`src/rtl/dds_sweep_ctrl.sv`:
```
// Frequency-sweep sequencer that feeds a phase increment to a DDS core.
// Define SWEEP_BIDIR_EN for an up-then-down (triangle) sweep; the default build is a sawtooth.
module dds_sweep_ctrl #(
  parameter int M = 24,
  parameter int N = 16
) (
  input  logic         clk,
  input  logic         reset,
  input  logic         start,
  input  logic         stop,
  input  logic         repeat_en,
  input  logic [M-1:0] p_start,
  input  logic [M-1:0] p_step,
  input  logic [N-1:0] n_steps,
  input  logic [N-1:0] dwell,
  output logic [M-1:0] P,
  output logic         val_in,
  output logic         ena_ac,
  output logic         busy,
  output logic         done
);

  typedef enum logic [1:0] {
    IDLE = 2'd0,
    RUN  = 2'd1,
    DONE = 2'd2
  } state_t;

  state_t      state_q, state_d;
  logic [M-1:0] p_d;
  logic [N-1:0] step_q, step_d;
  logic [N-1:0] dwell_cnt_q, dwell_cnt_d;
  logic         cfg_load;

  logic [M-1:0] p_start_q, p_step_q;
  logic [N-1:0] n_steps_q, dwell_q;
  logic         repeat_q;

`ifdef SWEEP_BIDIR_EN
  logic dir_q, dir_d;  // 0: stepping up, 1: stepping back down
`endif

  always_ff @(posedge clk or posedge reset) begin
    if (reset) begin
      state_q     <= IDLE;
      P           <= '0;
      step_q      <= '0;
      dwell_cnt_q <= '0;
      val_in      <= 1'b0;
      ena_ac      <= 1'b0;
      busy        <= 1'b0;
      done        <= 1'b0;
`ifdef SWEEP_BIDIR_EN
      dir_q       <= 1'b0;
`endif
    end else begin
      state_q     <= state_d;
      P           <= p_d;
      step_q      <= step_d;
      dwell_cnt_q <= dwell_cnt_d;
      val_in      <= (state_d == RUN);
      ena_ac      <= (state_d == RUN);
      busy        <= (state_d == RUN);
      done        <= (state_d == DONE);
`ifdef SWEEP_BIDIR_EN
      dir_q       <= dir_d;
`endif
    end
  end

  always_ff @(posedge clk or posedge reset) begin
    if (reset) begin
      p_start_q <= '0;
      p_step_q  <= '0;
      n_steps_q <= '0;
      dwell_q   <= '0;
      repeat_q  <= 1'b0;
    end else if (cfg_load) begin
      p_start_q <= p_start;
      p_step_q  <= p_step;
      n_steps_q <= n_steps;
      dwell_q   <= dwell;
      repeat_q  <= repeat_en;
    end
  end

  always_comb begin
    state_d     = state_q;
    p_d         = P;
    step_d      = step_q;
    dwell_cnt_d = dwell_cnt_q;
    cfg_load    = 1'b0;
`ifdef SWEEP_BIDIR_EN
    dir_d       = dir_q;
`endif
    unique case (state_q)
      IDLE: begin
        p_d         = '0;
        step_d      = '0;
        dwell_cnt_d = '0;
        if (start && !stop) begin
          cfg_load = 1'b1;
          state_d  = RUN;
          p_d      = p_start;
`ifdef SWEEP_BIDIR_EN
          dir_d    = 1'b0;
`endif
        end
      end
      RUN: begin
        if (stop) begin
          state_d     = IDLE;
          p_d         = '0;
          step_d      = '0;
          dwell_cnt_d = '0;
        end else if (dwell_cnt_q != dwell_q) begin
          dwell_cnt_d = dwell_cnt_q + 1'b1;
        end else begin
          dwell_cnt_d = '0;
`ifdef SWEEP_BIDIR_EN
          if (!dir_q && step_q < n_steps_q) begin
            p_d    = P + p_step_q;
            step_d = step_q + 1'b1;
          end else if (!dir_q && n_steps_q != '0) begin
            dir_d  = 1'b1;
            p_d    = P - p_step_q;
            step_d = step_q - 1'b1;
          end else if (dir_q && step_q != '0) begin
            p_d    = P - p_step_q;
            step_d = step_q - 1'b1;
          end else if (repeat_q) begin
            dir_d  = 1'b0;
            p_d    = p_start_q;
            step_d = '0;
          end else begin
            dir_d   = 1'b0;
            state_d = DONE;
            p_d     = '0;
            step_d  = '0;
          end
`else
          if (step_q < n_steps_q) begin
            p_d    = P + p_step_q;
            step_d = step_q + 1'b1;
          end else if (repeat_q) begin
            p_d    = p_start_q;
            step_d = '0;
          end else begin
            state_d = DONE;
            p_d     = '0;
            step_d  = '0;
          end
`endif
        end
      end
      DONE: begin
        state_d     = IDLE;
        p_d         = '0;
        step_d      = '0;
        dwell_cnt_d = '0;
      end
      default: begin
        state_d = IDLE;
        p_d     = '0;
      end
    endcase
  end

endmodule

```
`config.mk`:
```
export PLATFORM = sky130hd
export DESIGN_NAME = dds_sweep_ctrl
export DESIGN_NICKNAME = d
export VERILOG_FILES = /design/src/rtl/dds_sweep_ctrl.sv
export SDC_FILE = /design/constraint.sdc
export NUM_CORES = 1
export LEC_CHECK = 0
export BUFFER_PORTS_ARGS = -buffer_cell sky130_fd_sc_hd__buf_2
export CORE_UTILIZATION = 40
export CTS_CLUSTER_DIAMETER = 120
export CTS_CLUSTER_SIZE = 28
export DETAILED_ROUTE_END_ITERATION = 10
export GPL_TIMING_DRIVEN = 0
export MAX_ROUTING_LAYER = met4
export PLACE_DENSITY = 0.71
export SYNTH_ARGS = -nofsm -noshare
export SYNTH_HDL_FRONTEND = slang
export SYNTH_SLANG_ARGS = --single-unit
```
`constraint.sdc`:
```
create_clock -name clk -period 5.3 [get_ports clk]
set_input_delay 1.59 -clock clk [delete_from_list [all_inputs] [get_ports clk]]
set_output_delay 1.59 -clock clk [all_outputs]
set_load 0.1 [all_outputs]
```
==> results.json <==
{
  "post_synth_main_area_contributors": "dfrtp_1, nand2_1, ha_1, xor2_1, o21ai_0",
  "clkSinkCount": 141,
  "grt_pass1_wl_um": 35000,
  "postRouteAntennaNets": 0,
  "die_x_um": 142,
  "num_vias": 6905,
  "num_rows": 50,
  "synthDominantCellAreaShare_pct": 45.0,
  "post-cts-setup-buffer-count": 0,
  "grt_antenna_before_repair": 1,
  "vias_per_cell": 5.20,
  "first_iter_violations": 373,
  "first_global_vias": 6882,
  "core-area_um2": 19000,
  "cp_class": "input pin to flip-flop",
  "post_synth_xor_area_fraction_pct": 5.59,
  "hold_slack_ps": 472,
  "power.density_cell_area_nw_per_um2": 382,
  "compound_gate_fraction_of_synth_area_pct": 13.6,
  "place_ws_ps": 1300,
  "syn_area_per_cell_um2": 8.53,
  "fin_crit_share_pct": 66.3,
  "ys_dominant_reg_cell": "dfrtp_1",
  "tns_ps": 0,
  "synth.top_cells.by_count": "nand2_1, dfrtp_1, nor2_1",
  "crit_arrival_ps": 3880,
  "maximum_level_of_the_cts_h_tree": 4,
  "setup.worst_path.start_class": "input pin",
  "endpoint_type_of_the_worst_setup_path": "flip-flop",
  "vdd.ir_drop.worst_v": 0.000242,
  "share_of_cells_above_drive_strength_1_pct": 17.0,
  "clk_pin_slew_worst_paths_ps": 60,
  "critical_path_required_ps": 5670,
  "number_of_standard_cells_after_synthesis": 919,
  "final_core_utilization_pct": 50.0,
  "grt_setup_unrepaired": "no",
  "worst-path-max-fanout": 10,
  "timing.hold.worst.class": "flip-flop to flip-flop",
  "area.growth.synth_to_final_pct": 20.9,
  "dpl_cell_area_um2": 8810,
  "grt_max_degree": 39,
  "slew-limit-headroom_pct": 44.2,
  "synth_area_um2": 7840,
  "dieArea_um2": 20200,
  "achievable-frequency_mhz": 285,
  "synth_enable_flop_cells": 0,
  "ys_warn_count": 0,
  "grt_overflow": 0,
  "wire_per_inst_um": 16.2,
  "synth_top_family_by_area": "simple AND/OR/NAND/NOR gates",
  "initial_utilization_pct": 41.3,
  "max_transition_viols_final": 0,
  "synth_sequential_area_ratio_pct": 45.0,
  "timing.final.setup_violations": 0,
  "grtUsageTotal_pct": 23.7,
  "synthArstFlopShare_pct": 100,
  "clk_path_buf_depth": 2,
  "yosysUniqueCellTypes": 66,
  "period_needed_ps": 3510,
  "floorplan.die.height_um": 142,
  "worst-slew-pin-transition_ps": 835,
  "clkLatencyLatePin_ps": 430,
  "dp_hpwl_um": 15900,
  "final_nets": 1180,
  "synthesis.nets": 1045,
  "synthMuxAreaShare_pct": 0,
  "first_pass_iters": 5,
  "cts_repair_resize_count": 0,
  "fin_area_um2": 9470,
  "outcome": "completed",
  "max-cap-violations": 0,
  "setup_ws_ps": 1790,
  "route.detailed.drc": 0,
  "clk_root_buffer_cell": "clkbuf_16",
  "numCtsBuffers": 17,
  "timing.final.hold_violations": 0,
  "worst_clock_skew_ps": 8.97,
  "yosys.area_share.simple_pct": 25.6,
  "cts_tree": "built",
  "synthAdderAreaFrac_pct": 6.64,
  "io_pins": 113,
  "yosys_register_bits": 141,
  "p_leak_nw": 4.81,
  "most_repeated_cell_in_the_gate_level_netlist_after_synthesis": "nand2_1",
  "routed_wl_um": 21500,
  "place_congestion": 0.902,
  "placement.io_buffers": 112,
  "yosysTopAreaCell": "dfrtp_1",
  "cts-hold-fix-buffers": 0
}
-- path summary, 6_finish.rpt --
path                               from            to  slack [ps]  depth (start not counted)
setup / recovery                   stop   p_step_q[0]        1790                          6
hold / removal             p_start_q[1]  p_start_q[1]         470                          2
setup reg to reg             state_q[1]   p_step_q[0]        2450                          6
hold reg to reg            p_start_q[1]  p_start_q[1]         470                          2
max in group asynchronous         reset  p_step_q[20]        3210                          5
min in group asynchronous         reset    dwell_q[9]        1150                          2
-- critical path: stages --
cell and delay (ps):
buf_2 130, nor4b_2 750, clkbuf_1 570, buf_1 530, nand2_1 210, nand2_1 100
-- kinds of logic after synthesis --
group,Yosys count
buffers and inverters,70
XOR/XNOR,50
adder cells (fa/ha/maj),41
flip-flops,141
AO/OA/AOI/OAI,165
AND/OR/NAND/NOR,452
-- power breakdown --
| group | internal (W) | switching, W |
|---|---|---|
| Sequential | 0.00122 | 0.000102 |
| Clock | 0.000865 | 0.000489 |
| Combinational | 0.000303 | 0.000635 |
| Total | 0.00239 | 0.00123 |
-- area by class of cell --
cell class / count / area, um2
repair buffers: 116 / 641
clock buffers: 20 / 457
fillers: 1822 / 9480
multi-input cells: 708 / 4030
inverters: 30 / 116
well taps: 260 / 325
plain buffers: 40 / 170
flip-flops and latches: 141 / 3530
diodes: 1 / 2.50
clock inverters: 12 / 206
-- stage by stage --
step / total power, W / std cells
finish: 0.00362 / 1328
global route: 0.00379 / 1328
CTS: 0.00364 / 1327
detailed placement: 0.00227 / 1295
global placement: 0.00225 / 1291
floorplan: 0.00204 / 919
-- sequential cells by signal (all words and copies together) (netlist names) --
signal / flops
busy: 1
n_steps_q: 16
P: 24
dwell_q: 16
p_step_q: 24
step_q: 16
state_q: 2
repeat_q: 1
p_start_q: 24
dwell_cnt_q: 16
done: 1
-- cell usage in the layout, fill, tap and decap left out, drive strengths merged, types with 6 or more instances in the layout --
cell and instances:
xnor2 10, dfrtp 141, inv 32, nor2 60
and3 22, nor4 6, xor2 40, clkbuf 43
and2 6, a21o 10, nand3 30, a21oi 33
ha 40, nand2 278, nor3 13, nand4 14
a211oi 7, buf 133, a31oi 12, o21ai 69
-- metal layers --
layer,vias up,global-route usage (%),wire length (um)
li1,3402,-,-
met1,3261,29.2,9550
met2,198,38.0,10200
met3,44,4.58,1110
met4,0,10.2,609
met5,-,-,0
No activity file was read; power rests on OpenSTA's default activity.
